--- src/rtl/obuf_tag_pkg.sv ---
// Shared encodings for the OBUF tag ring: per-tag lifecycle states and
// the layout of one request-FIFO entry.
package obuf_tag_pkg;

    typedef enum logic [1:0] {
        TAG_FREE    = 2'd0,
        TAG_LDMEM   = 2'd1,
        TAG_COMPUTE = 2'd2,
        TAG_STMEM   = 2'd3
    } tag_state_e;

    typedef struct packed {
        logic flush;
        logic reuse;
        logic bias_sw;
        logic ddr_sw;
    } req_entry_t;

    localparam int REQ_ENTRY_W = $bits(req_entry_t);

endpackage

--- src/rtl/obuf_tag_ring_fifo.sv ---
// Synchronous FIFO with a combinational head read; an entry written at one
// edge is visible on rd_data right after that edge.
module obuf_tag_ring_fifo #(
    parameter int DATA_WIDTH = 4,
    parameter int ADDR_WIDTH = 4
) (
    input  logic                  clk,
    input  logic                  reset,
    input  logic                  wr_en,
    input  logic [DATA_WIDTH-1:0] wr_data,
    input  logic                  rd_en,
    output logic [DATA_WIDTH-1:0] rd_data,
    output logic                  full,
    output logic                  empty
);

    localparam int DEPTH = 1 << ADDR_WIDTH;

    logic [DATA_WIDTH-1:0] mem [DEPTH];
    logic [ADDR_WIDTH-1:0] wr_ptr;
    logic [ADDR_WIDTH-1:0] rd_ptr;
    logic [ADDR_WIDTH:0]   count;
    logic                  do_wr;
    logic                  do_rd;

    assign full    = (count == (ADDR_WIDTH+1)'(DEPTH));
    assign empty   = (count == '0);
    assign do_wr   = wr_en && !full;
    assign do_rd   = rd_en && !empty;
    assign rd_data = mem[rd_ptr];

    always_ff @(posedge clk) begin
        if (reset) begin
            wr_ptr <= '0;
            rd_ptr <= '0;
            count  <= '0;
        end else begin
            if (do_wr) wr_ptr <= wr_ptr + 1'b1;
            if (do_rd) rd_ptr <= rd_ptr + 1'b1;
            count <= count + (ADDR_WIDTH+1)'(do_wr) - (ADDR_WIDTH+1)'(do_rd);
        end
    end

    // Storage carries no control meaning, so it is left out of reset.
    always_ff @(posedge clk) begin
        if (do_wr) mem[wr_ptr] <= wr_data;
    end

endmodule

--- src/rtl/obuf_tag_ring.sv ---
// N-deep OBUF tag manager: buffers decoder requests, hands out tags
// round-robin and walks each tag through LDMEM -> COMPUTE -> STMEM -> FREE.
module obuf_tag_ring
    import obuf_tag_pkg::*;
#(
    parameter int NUM_TAGS       = 2,
    parameter int TAG_W          = $clog2(NUM_TAGS),
    parameter int REQ_FIFO_DEPTH = 16,
    parameter int MAX_PENDING    = 15,
    parameter int CNT_W          = $clog2(MAX_PENDING + 1)
) (
    input  logic             clk,
    input  logic             reset,
    input  logic             req_valid,
    output logic             req_ready,
    input  logic             req_flush,
    input  logic             req_reuse,
    input  logic             req_bias_sw,
    input  logic             req_ddr_sw,
    output logic             alloc_valid,
    output logic [TAG_W-1:0] alloc_tag,
    output logic [TAG_W-1:0] ldmem_tag,
    output logic             ldmem_tag_ready,
    input  logic             ldmem_tag_done,
    output logic [TAG_W-1:0] compute_tag,
    output logic             compute_tag_ready,
    output logic             compute_bias_sw,
    input  logic             compute_tag_done,
    output logic [TAG_W-1:0] stmem_tag,
    output logic             stmem_tag_ready,
    output logic             stmem_ddr_sw,
    input  logic             stmem_tag_done,
    output logic             idle,
    output logic             err_done
);

    localparam int FIFO_AW = $clog2(REQ_FIFO_DEPTH);

    function automatic logic [TAG_W-1:0] wrap_inc(input logic [TAG_W-1:0] p);
        return (p == TAG_W'(NUM_TAGS - 1)) ? '0 : p + 1'b1;
    endfunction

    tag_state_e       tag_state   [NUM_TAGS];
    logic [CNT_W-1:0] tag_pending [NUM_TAGS];
    logic             tag_flushed [NUM_TAGS];
    logic             tag_bias    [NUM_TAGS];
    logic             tag_ddr     [NUM_TAGS];

    logic [TAG_W-1:0] alloc_ptr, ld_ptr, cmp_ptr, st_ptr, open_tag;
    logic             open_valid;

    req_entry_t wr_entry, head;
    logic       fifo_full, fifo_empty, pop;

    logic ld_ready, cmp_ready, st_ready;
    logic ld_fire, cmp_fire, st_fire, cmp_retire;
    logic alloc_new, close_open, all_free;
    logic [NUM_TAGS-1:0] new_alloc, inc, dec, set_flush, ld_adv, st_adv, retire;

    assign wr_entry  = '{flush: req_flush, reuse: req_reuse, bias_sw: req_bias_sw, ddr_sw: req_ddr_sw};
    assign req_ready = !fifo_full;

    obuf_tag_ring_fifo #(
        .DATA_WIDTH (REQ_ENTRY_W),
        .ADDR_WIDTH (FIFO_AW)
    ) u_req_fifo (
        .clk     (clk),
        .reset   (reset),
        .wr_en   (req_valid),
        .wr_data (wr_entry),
        .rd_en   (pop),
        .rd_data (head),
        .full    (fifo_full),
        .empty   (fifo_empty)
    );

    // Stage-facing handshakes decode straight from the registered tag state.
    assign ld_ready   = (tag_state[ld_ptr] == TAG_LDMEM);
    assign cmp_ready  = (tag_state[cmp_ptr] == TAG_COMPUTE) && (tag_pending[cmp_ptr] != '0);
    assign st_ready   = (tag_state[st_ptr] == TAG_STMEM);
    assign ld_fire    = ldmem_tag_done && ld_ready;
    assign cmp_fire   = compute_tag_done && cmp_ready;
    assign st_fire    = stmem_tag_done && st_ready;
    assign cmp_retire = (tag_state[cmp_ptr] == TAG_COMPUTE) && (tag_pending[cmp_ptr] == '0)
                        && tag_flushed[cmp_ptr];

    assign ldmem_tag         = ld_ptr;
    assign ldmem_tag_ready   = ld_ready;
    assign compute_tag       = cmp_ptr;
    assign compute_tag_ready = cmp_ready;
    assign compute_bias_sw   = tag_bias[cmp_ptr];
    assign stmem_tag         = st_ptr;
    assign stmem_tag_ready   = st_ready;
    assign stmem_ddr_sw      = tag_ddr[st_ptr];
    assign idle              = fifo_empty && all_free;

    always_comb begin
        all_free = 1'b1;
        for (int i = 0; i < NUM_TAGS; i++) begin
            if (tag_state[i] != TAG_FREE) all_free = 1'b0;
        end
    end

    // Head-of-queue decision: at most one entry consumed per cycle.
    always_comb begin
        pop         = 1'b0;
        alloc_valid = 1'b0;
        alloc_tag   = '0;
        alloc_new   = 1'b0;
        close_open  = 1'b0;
        new_alloc   = '0;
        inc         = '0;
        set_flush   = '0;
        if (!fifo_empty) begin
            if (head.flush) begin
                pop        = 1'b1;
                close_open = open_valid;
                if (open_valid) set_flush[open_tag] = 1'b1;
            end else if (head.reuse && open_valid) begin
                if (tag_pending[open_tag] < CNT_W'(MAX_PENDING)) begin
                    pop           = 1'b1;
                    alloc_valid   = 1'b1;
                    alloc_tag     = open_tag;
                    inc[open_tag] = 1'b1;
                end
            end else if (tag_state[alloc_ptr] == TAG_FREE) begin
                pop                  = 1'b1;
                alloc_valid          = 1'b1;
                alloc_tag            = alloc_ptr;
                alloc_new            = 1'b1;
                new_alloc[alloc_ptr] = 1'b1;
                if (open_valid) set_flush[open_tag] = 1'b1;
            end
        end
    end

    always_comb begin
        dec    = '0;
        ld_adv = '0;
        st_adv = '0;
        retire = '0;
        if (cmp_fire)   dec[cmp_ptr]    = 1'b1;
        if (ld_fire)    ld_adv[ld_ptr]  = 1'b1;
        if (st_fire)    st_adv[st_ptr]  = 1'b1;
        if (cmp_retire) retire[cmp_ptr] = 1'b1;
    end

    for (genvar g = 0; g < NUM_TAGS; g++) begin : g_tag
        always_ff @(posedge clk) begin
            if (reset) begin
                tag_state[g]   <= TAG_FREE;
                tag_pending[g] <= '0;
                tag_flushed[g] <= 1'b0;
                tag_bias[g]    <= 1'b0;
                tag_ddr[g]     <= 1'b0;
            end else if (new_alloc[g]) begin
                tag_state[g]   <= TAG_LDMEM;
                tag_pending[g] <= CNT_W'(1);
                tag_flushed[g] <= 1'b0;
                tag_bias[g]    <= head.bias_sw;
                tag_ddr[g]     <= head.ddr_sw;
            end else begin
                // A reuse and a finished pass in the same cycle cancel out.
                tag_pending[g] <= tag_pending[g] + CNT_W'(inc[g]) - CNT_W'(dec[g]);
                if (set_flush[g]) tag_flushed[g] <= 1'b1;
                case (tag_state[g])
                    TAG_LDMEM:   if (ld_adv[g]) tag_state[g] <= TAG_COMPUTE;
                    TAG_COMPUTE: if (retire[g]) tag_state[g] <= TAG_STMEM;
                    TAG_STMEM:   if (st_adv[g]) tag_state[g] <= TAG_FREE;
                    default:     tag_state[g] <= tag_state[g];
                endcase
            end
        end
    end

    always_ff @(posedge clk) begin
        if (reset) begin
            alloc_ptr  <= '0;
            ld_ptr     <= '0;
            cmp_ptr    <= '0;
            st_ptr     <= '0;
            open_tag   <= '0;
            open_valid <= 1'b0;
            err_done   <= 1'b0;
        end else begin
            if (alloc_new) begin
                alloc_ptr  <= wrap_inc(alloc_ptr);
                open_tag   <= alloc_ptr;
                open_valid <= 1'b1;
            end else if (close_open) begin
                open_valid <= 1'b0;
            end
            if (ld_fire)    ld_ptr  <= wrap_inc(ld_ptr);
            if (cmp_retire) cmp_ptr <= wrap_inc(cmp_ptr);
            if (st_fire)    st_ptr  <= wrap_inc(st_ptr);
            err_done <= (ldmem_tag_done && !ld_ready) || (compute_tag_done && !cmp_ready)
                        || (stmem_tag_done && !st_ready);
        end
    end

endmodule
--- config.mk ---
export PLATFORM = sky130hd
export DESIGN_NAME = obuf_tag_ring
export DESIGN_NICKNAME = d
export VERILOG_FILES = /design/src/rtl/obuf_tag_pkg.sv /design/src/rtl/obuf_tag_ring_fifo.sv /design/src/rtl/obuf_tag_ring.sv
export SDC_FILE = /design/constraint.sdc
export NUM_CORES = 1
export LEC_CHECK = 0
export CORE_MARGIN = 4
export CORE_UTILIZATION = 50
export DETAILED_ROUTE_END_ITERATION = 7
export DONT_BUFFER_PORTS = 1
export PLACE_DENSITY_LB_ADDON = 0.05
export SLEW_MARGIN = 20
export SYNTH_ARGS = -nofsm -noshare
export SYNTH_HDL_FRONTEND = slang
export SYNTH_SLANG_ARGS = --single-unit
--- constraint.sdc ---
create_clock -name clk -period 7.85 [get_ports clk]
set_input_delay 1.57 -clock clk [delete_from_list [all_inputs] [get_ports clk]]
set_output_delay 1.57 -clock clk [all_outputs]
set_load 0.05 [all_outputs]
==> summary.txt <==
Critical path
  – CP cell instances: mux4_2 -> mux4_2 -> nor4_4 -> nand2_1 -> nand2b_1
  – Family with the most delay on the worst path: multiplexers
  – WP data arrival: 3.12 ns
  – Reg2Reg Capture Point: u_req_fifo.count[4]
  – Crit end category: primary output
  – Crit path max-delay cell type: dfxtp_2
  – Cell count along the critical path: 5
  – CP max FO: 16
  – CP bufs+invs: 0
  – Crit path kind: reg2out
  – Critical Path Max Stage Delay: 0.68 ns
  – Flop2flop setup slack: 4.14 ns
  – Crit start category: register
  – Required time worst endpoint: 6.28 ns
  – Critical Path Most Common Cell: mux4_2
  – CP endpoint: alloc_tag
  – Reg2reg path depth: 14

Final layout
  – Layout Area Growth over Synthesis: 6.90%
  – Fillers: 817
  – Final net count: 440
  – Commonest non-fill, non-tap cell in the layout: edfxtp_1
  – Antenna diodes: 0
  – Most frequent cells in the layout: edfxtp_1 (82), nor2_1 (50), inv_1 (29), dfxtp_1 (28), ha_1 (25)
  – Reg area: 3040 um2
  – Post-layout util: 55.7%
  – Multi-input logic area: 1980 um2
  – Final Instance Area: 5520 um2
  – Share of layout cells above drive strength 1: 12.0%

Die
  – Die Span Y: 110 um
  – Core area: 9910 um2
  – # rows: 36
  – Die area: 12,000 um2
  – Initial Utilization: 52.1%
  – DIE WIDTH: 110 um
  – I/O Pins: 23

Detailed routing
  – Detailed Route Iter0 Violations: 167
  – Vias per inst: 5.41
  – DRC errors left: 0
  – WL final: 9.44 mm
  – ANT nets after route: 0
  – Drt wl/cell: 17.5 um
  – Total iterations of the first detailed-routing run: 4
  – Via Count: 2,924

Synthesis
  – Synth Instances: 395
  – Mean Syn Cell Area: 13.1 um2
  – Synth warnings: 0
  – Sequential area share after synthesis: 58.9%
  – #FFs+latches synth: 111
  – Unique masters post-synth: 48
  – Syn Std Cell Area: 5170 um2

CTS
  – Hold-fix buffers at CTS: 0
  – TritonCTS clock tree: done
  – # Post-CTS Setup Buffers: 0
  – Cts bufs inserted: 9
  – Clk_lat worst skew: 0.37 ns
  – Clock Sinks: 111
  – Root Driver: clkbuf_8
  – H-tree depth: 3
  – CTS Buffer Depth: 2
  – Post-cts gate resize count: 0
  – Worst-path clk slew: 0.10 ns

Status
  – Status: finished clean

Placed design
  – GPL Wtd Cong: 0.753
  – Input/output buffers: 0
  – HPWL after detailed placement: 6.83 mm
  – Area after DPL: 5320 um2

Timing
  – Setup TNS: 0 ns
  – Slew Viols, Final: 0
  – Final hold violation count: 0
  – Tcrit/Tclk final: 59.7%
  – Fmax: 213 MHz
  – Actual slew at the worst max-slew pin: 1.11 ns
  – Rel. slew slack: 26.0%
  – Min Tclk post-route: 4.69 ns
  – Worst Skew: 0.0113 ns
  – Setup violations, final: 0
  – RSZ-0062 raised after global routing: false

Global routing
  – Gr usage total: 17.6%
  – GR Overflow Total: 0
  – Initial antenna violation count: 0
  – Vias in the first global route: 2,997
  – First-pass GRT wire length: 15.6 mm
  – Largest net degree at the start of global routing: 37

Pwr
  – Worst vdd ir: 122 uV
  – Leakage: 1.98 nW
  – PD cells: 312 nW/um2
  – Pwr Total: 1.72 mW

Hold path
  – Hold Path Class: reg2reg

Job
  – MaxCap Viol Count: 0
flip-flops by register name (all words and copies together) (netlist names), named ones only:
register	cells
u_req_fifo.mem	64
tag_pending	8
u_req_fifo.count	5
tag_state	4
u_req_fifo.rd_ptr	4
u_req_fifo.wr_ptr	4
tag_bias	2
tag_ddr	2
tag_flushed	2
alloc_ptr	1
compute_tag	1
err_done	1
ldmem_tag	1
open_tag	1
open_valid	1
stmem_tag	1
routing by layer:
metal | track usage [%] | routed length [um] | part of all wire (%) | up-vias
met5 | 0 | 0 | 0 | -
met4 | 5.88 | 127 | 1.3 | 0
li1 | - | - | - | 1427
met3 | 3.58 | 412 | 4.4 | 12
met1 | 22.3 | 4190 | 44 | 1431
met2 | 30.2 | 4710 | 50 | 54
how the worst min path moves through the flow:
stage / start / to / slack [ns] / depth (start not counted)
detailed placement: u_req_fifo.rd_ptr[1] / u_req_fifo.rd_ptr[1] / 0.51 / 2
CTS: u_req_fifo.rd_ptr[1] / u_req_fifo.rd_ptr[1] / 0.52 / 2
floorplan: u_req_fifo.rd_ptr[1] / register / 0.49 / 2
global route: u_req_fifo.rd_ptr[1] / register / 0.56 / 2
global placement: u_req_fifo.rd_ptr[1] / u_req_fifo.rd_ptr[1] / 0.50 / 2
finish: u_req_fifo.rd_ptr[1] / u_req_fifo.rd_ptr[1] / 0.53 / 2
synthesized netlist by cell type, drive strengths merged:
master	instances	area [um2]
xor2	6	52.6
a222oi	1	10.0
ha	25	313
and2	5	31.3
nor2	50	188
nand2b	11	68.8
o21ai	7	35.0
nand2	14	52.6
mux4	17	383
xnor2	9	78.8
or4	1	7.51
nor2b	9	56.3
or4b	1	10.0
dfxtp	29	581
nor4b	3	32.5
edfxtp	82	2460
a21boi	1	7.51
buf	7	41.3
nor4	1	21.3
or3	1	6.26
nor3	6	30.0
a221o	1	10.0
fa	3	60.1
nand3b	2	15.0
conb	1	3.75
a22oi	1	7.51
nand4	4	25.0
a211oi	1	7.51
nand3	7	35.0
mux2i	3	33.8
nor3b	1	7.51
mux2	11	124
o21bai	1	7.51
o211ai	2	15.0
o22ai	4	31.3
o21a	1	7.51
inv	30	113
a21oi	19	95.1
and3	4	25.0
clkbuf	6	22.5
a21o	7	52.6
kinds of logic after synthesis:
group	count (synthesis)	share of synthesized area [%]
compound gates	46	5.55
xor+xnor	15	2.54
fa+ha+maj	28	7.22
buf+inv	43	3.41
flops	111	58.9
mux	31	10.5
other cells	1	0.0726
simple gates	120	11.8
power breakdown:
part / total, mW / leakage (nW) / internal, mW / switching (mW)
Clock: 0.354 / 0.101 / 0.153 / 0.200
Sequential: 0.803 / 1.00 / 0.706 / 0.0969
Combinational: 0.565 / 0.881 / 0.247 / 0.318
tightest hold or removal path, stage by stage, from the launching register on:
cell and delay, ns:
dfxtp_1 0.35, nand3_1 0.09, a21oi_1 0.06
final cells by class:
cell class | count | share of cell area (%)
clock buffers | 10 | 2.31
inverters | 30 | 2.04
repair buffers | 2 | 0.272
flip-flops and latches | 111 | 55.1
well taps | 133 | 3.01
multi-input cells | 248 | 35.8
clock inverters | 6 | 1.40
through the flow:
stage / setup slack, ns / hold slack, ns / std cells
detailed placement: 3.17 / 0.509 / 524
finish: 3.16 / 0.533 / 540
global route: 2.89 / 0.560 / 540
CTS: 2.72 / 0.525 / 540
global placement: 3.22 / 0.504 / 524
floorplan: 3.92 / 0.489 / 402
No activity file was read; power rests on OpenSTA's default activity.
==> variant, RTL diff (same settings) <==
The parameter `NUM_TAGS` goes from 2 to 4.
--- a/src/rtl/obuf_tag_ring.sv
+++ b/src/rtl/obuf_tag_ring.sv
@@ -3,7 +3,7 @@
 module obuf_tag_ring
     import obuf_tag_pkg::*;
 #(
-    parameter int NUM_TAGS       = 2,
+    parameter int NUM_TAGS       = 4,
     parameter int TAG_W          = $clog2(NUM_TAGS),
     parameter int REQ_FIFO_DEPTH = 16,
     parameter int MAX_PENDING    = 15,
Interface: changed (resized alloc_tag, compute_tag, ldmem_tag and stmem_tag); port bits go from 23 to 27. No check against the original RTL was run, so the function may have changed too.
==> variant against the original RTL <==
  * Sequential share of layout area down 6.8 points
  * Clock skew decreased by 0.0062 ns
  * Register-to-register slack gained 0.09 ns
  * Wire length grew 53%
  * Sequential power is 19% higher
  * Design area rose by 42%
  * Sequential cell count up 28
  * Critical path depth rose by 2
  * Total power is 44% higher
  * Worst setup slack worse by 0.32 ns
  * Synthesized area grew 36%
  * Largest cell class unchanged
==> variant: results (changes against the original RTL) <==
Place
  – DP Wirelength: 10500 um (+54%)
  – Area after DPL: 7240 um^2 (+36%)

Logic synthesis
  – Synth area leaders: edfxtp_1, dfxtp_1, ha_1, mux4_2, inv_1
  – Distinct cells, synth: 61 (+27%)
  – #FFs+latches synth: 139 (+25%)
  – Most instantiated cells after synthesis: edfxtp_1, inv_1, ha_1, dfxtp_1, nor2_1
  – Sequential area share after synthesis: 53.8% (-5.2 points)
  – EDFF count, synth: 100 (+22%)

Drt
  – DR pass1 iterations: 5 (+1)
  – Metal2 WL: 7490 um (+59%)
  – Met1 WL: 6070 um (+45%)
  – DRT iter0 DRCs: 317 (+90%)
  – Met3 wire len: 556 um (+35%)

Final layout
  – Layout cells sized above 1: 12.6% (+0.52 points)
  – Fraction of area in multi-input gates: 38.5% (+2.6 points)
  – CLK BUF: 17 (+7)
  – Inverters: 55 (+83%)

Clock network
  – Htree depth: 4 (+1)
  – Clock latency on the worst-skew pair: 0.42 ns (+0.05 ns)
  – Clk slew on worst S/H paths: 0.06 ns (-0.04 ns)

Global routing
  – Global routing usage on met3: 4.76% (+1.2 points)
  – Pin count of the biggest net entering global routing: 40 (+8.1%)

Setup path
  – CP Max Fanout: 18 (+2)
  – CP arrival: 3.44 ns (+0.32 ns)

Outcome
  – Outcome: completed
[variant: changes by cell type after synthesis, sizes merged, moves of 12 or more]
cell and delta:
edfxtp +18, inv +24, and3 +12, nand2 +15, ha +17, nor2 -13, and2 +15
[variant: final timing paths]
check | slack, ns | to | startpoint | depth (start not counted)
setup / recovery | 2.84 | alloc_tag[0] | register | 7
hold / removal | 0.51 | u_req_fifo.wr_ptr[1] | u_req_fifo.wr_ptr[1] | 2
setup reg to reg | 4.23 | tag_pending[2][2] | register | 12
hold reg to reg | 0.51 | u_req_fifo.wr_ptr[1] | u_req_fifo.wr_ptr[1] | 2
[variant: cells by family after synthesis]
| family | count (synthesis) |
|---|---|
| adders and majority gates | 47 |
| and+or+nand+nor | 165 |
| xor gates and xnor gates | 18 |
| AOI/OAI and AO/OA | 74 |
| muxes | 41 |
| buffers and inverters | 73 |
| other | 1 |
| DFF | 139 |
[variant: where the power goes]
part	switching [mW]	internal (mW)
clock network	0.324	0.473
logic	0.431	0.286
registers	0.0848	0.874
[variant: critical path, cell delays in order, from the launching register on]
cell and delay, ns:
dfxtp_1 0.30, buf_4 0.32, mux4_2 0.55, mux2i_1 0.23, mux2i_1 0.25, nor2_4 0.28
nand2b_1 0.23, o21ai_1 0.83
[variant: through the flow]
step | util [%] | hold slack (ns) | std cells | worst slack (ns)
2_1_floorplan | - | 0.474 | 573 | 3.45
3_3_place_gp | 52.3 | 0.493 | 737 | 3.30
3_5_place_dp | 52.3 | 0.500 | 737 | 3.25
4_1_cts | 56.6 | 0.508 | 769 | 2.79
5_1_grt | 56.7 | 0.554 | 769 | 2.60
6_report | 56.7 | 0.506 | 769 | 2.84
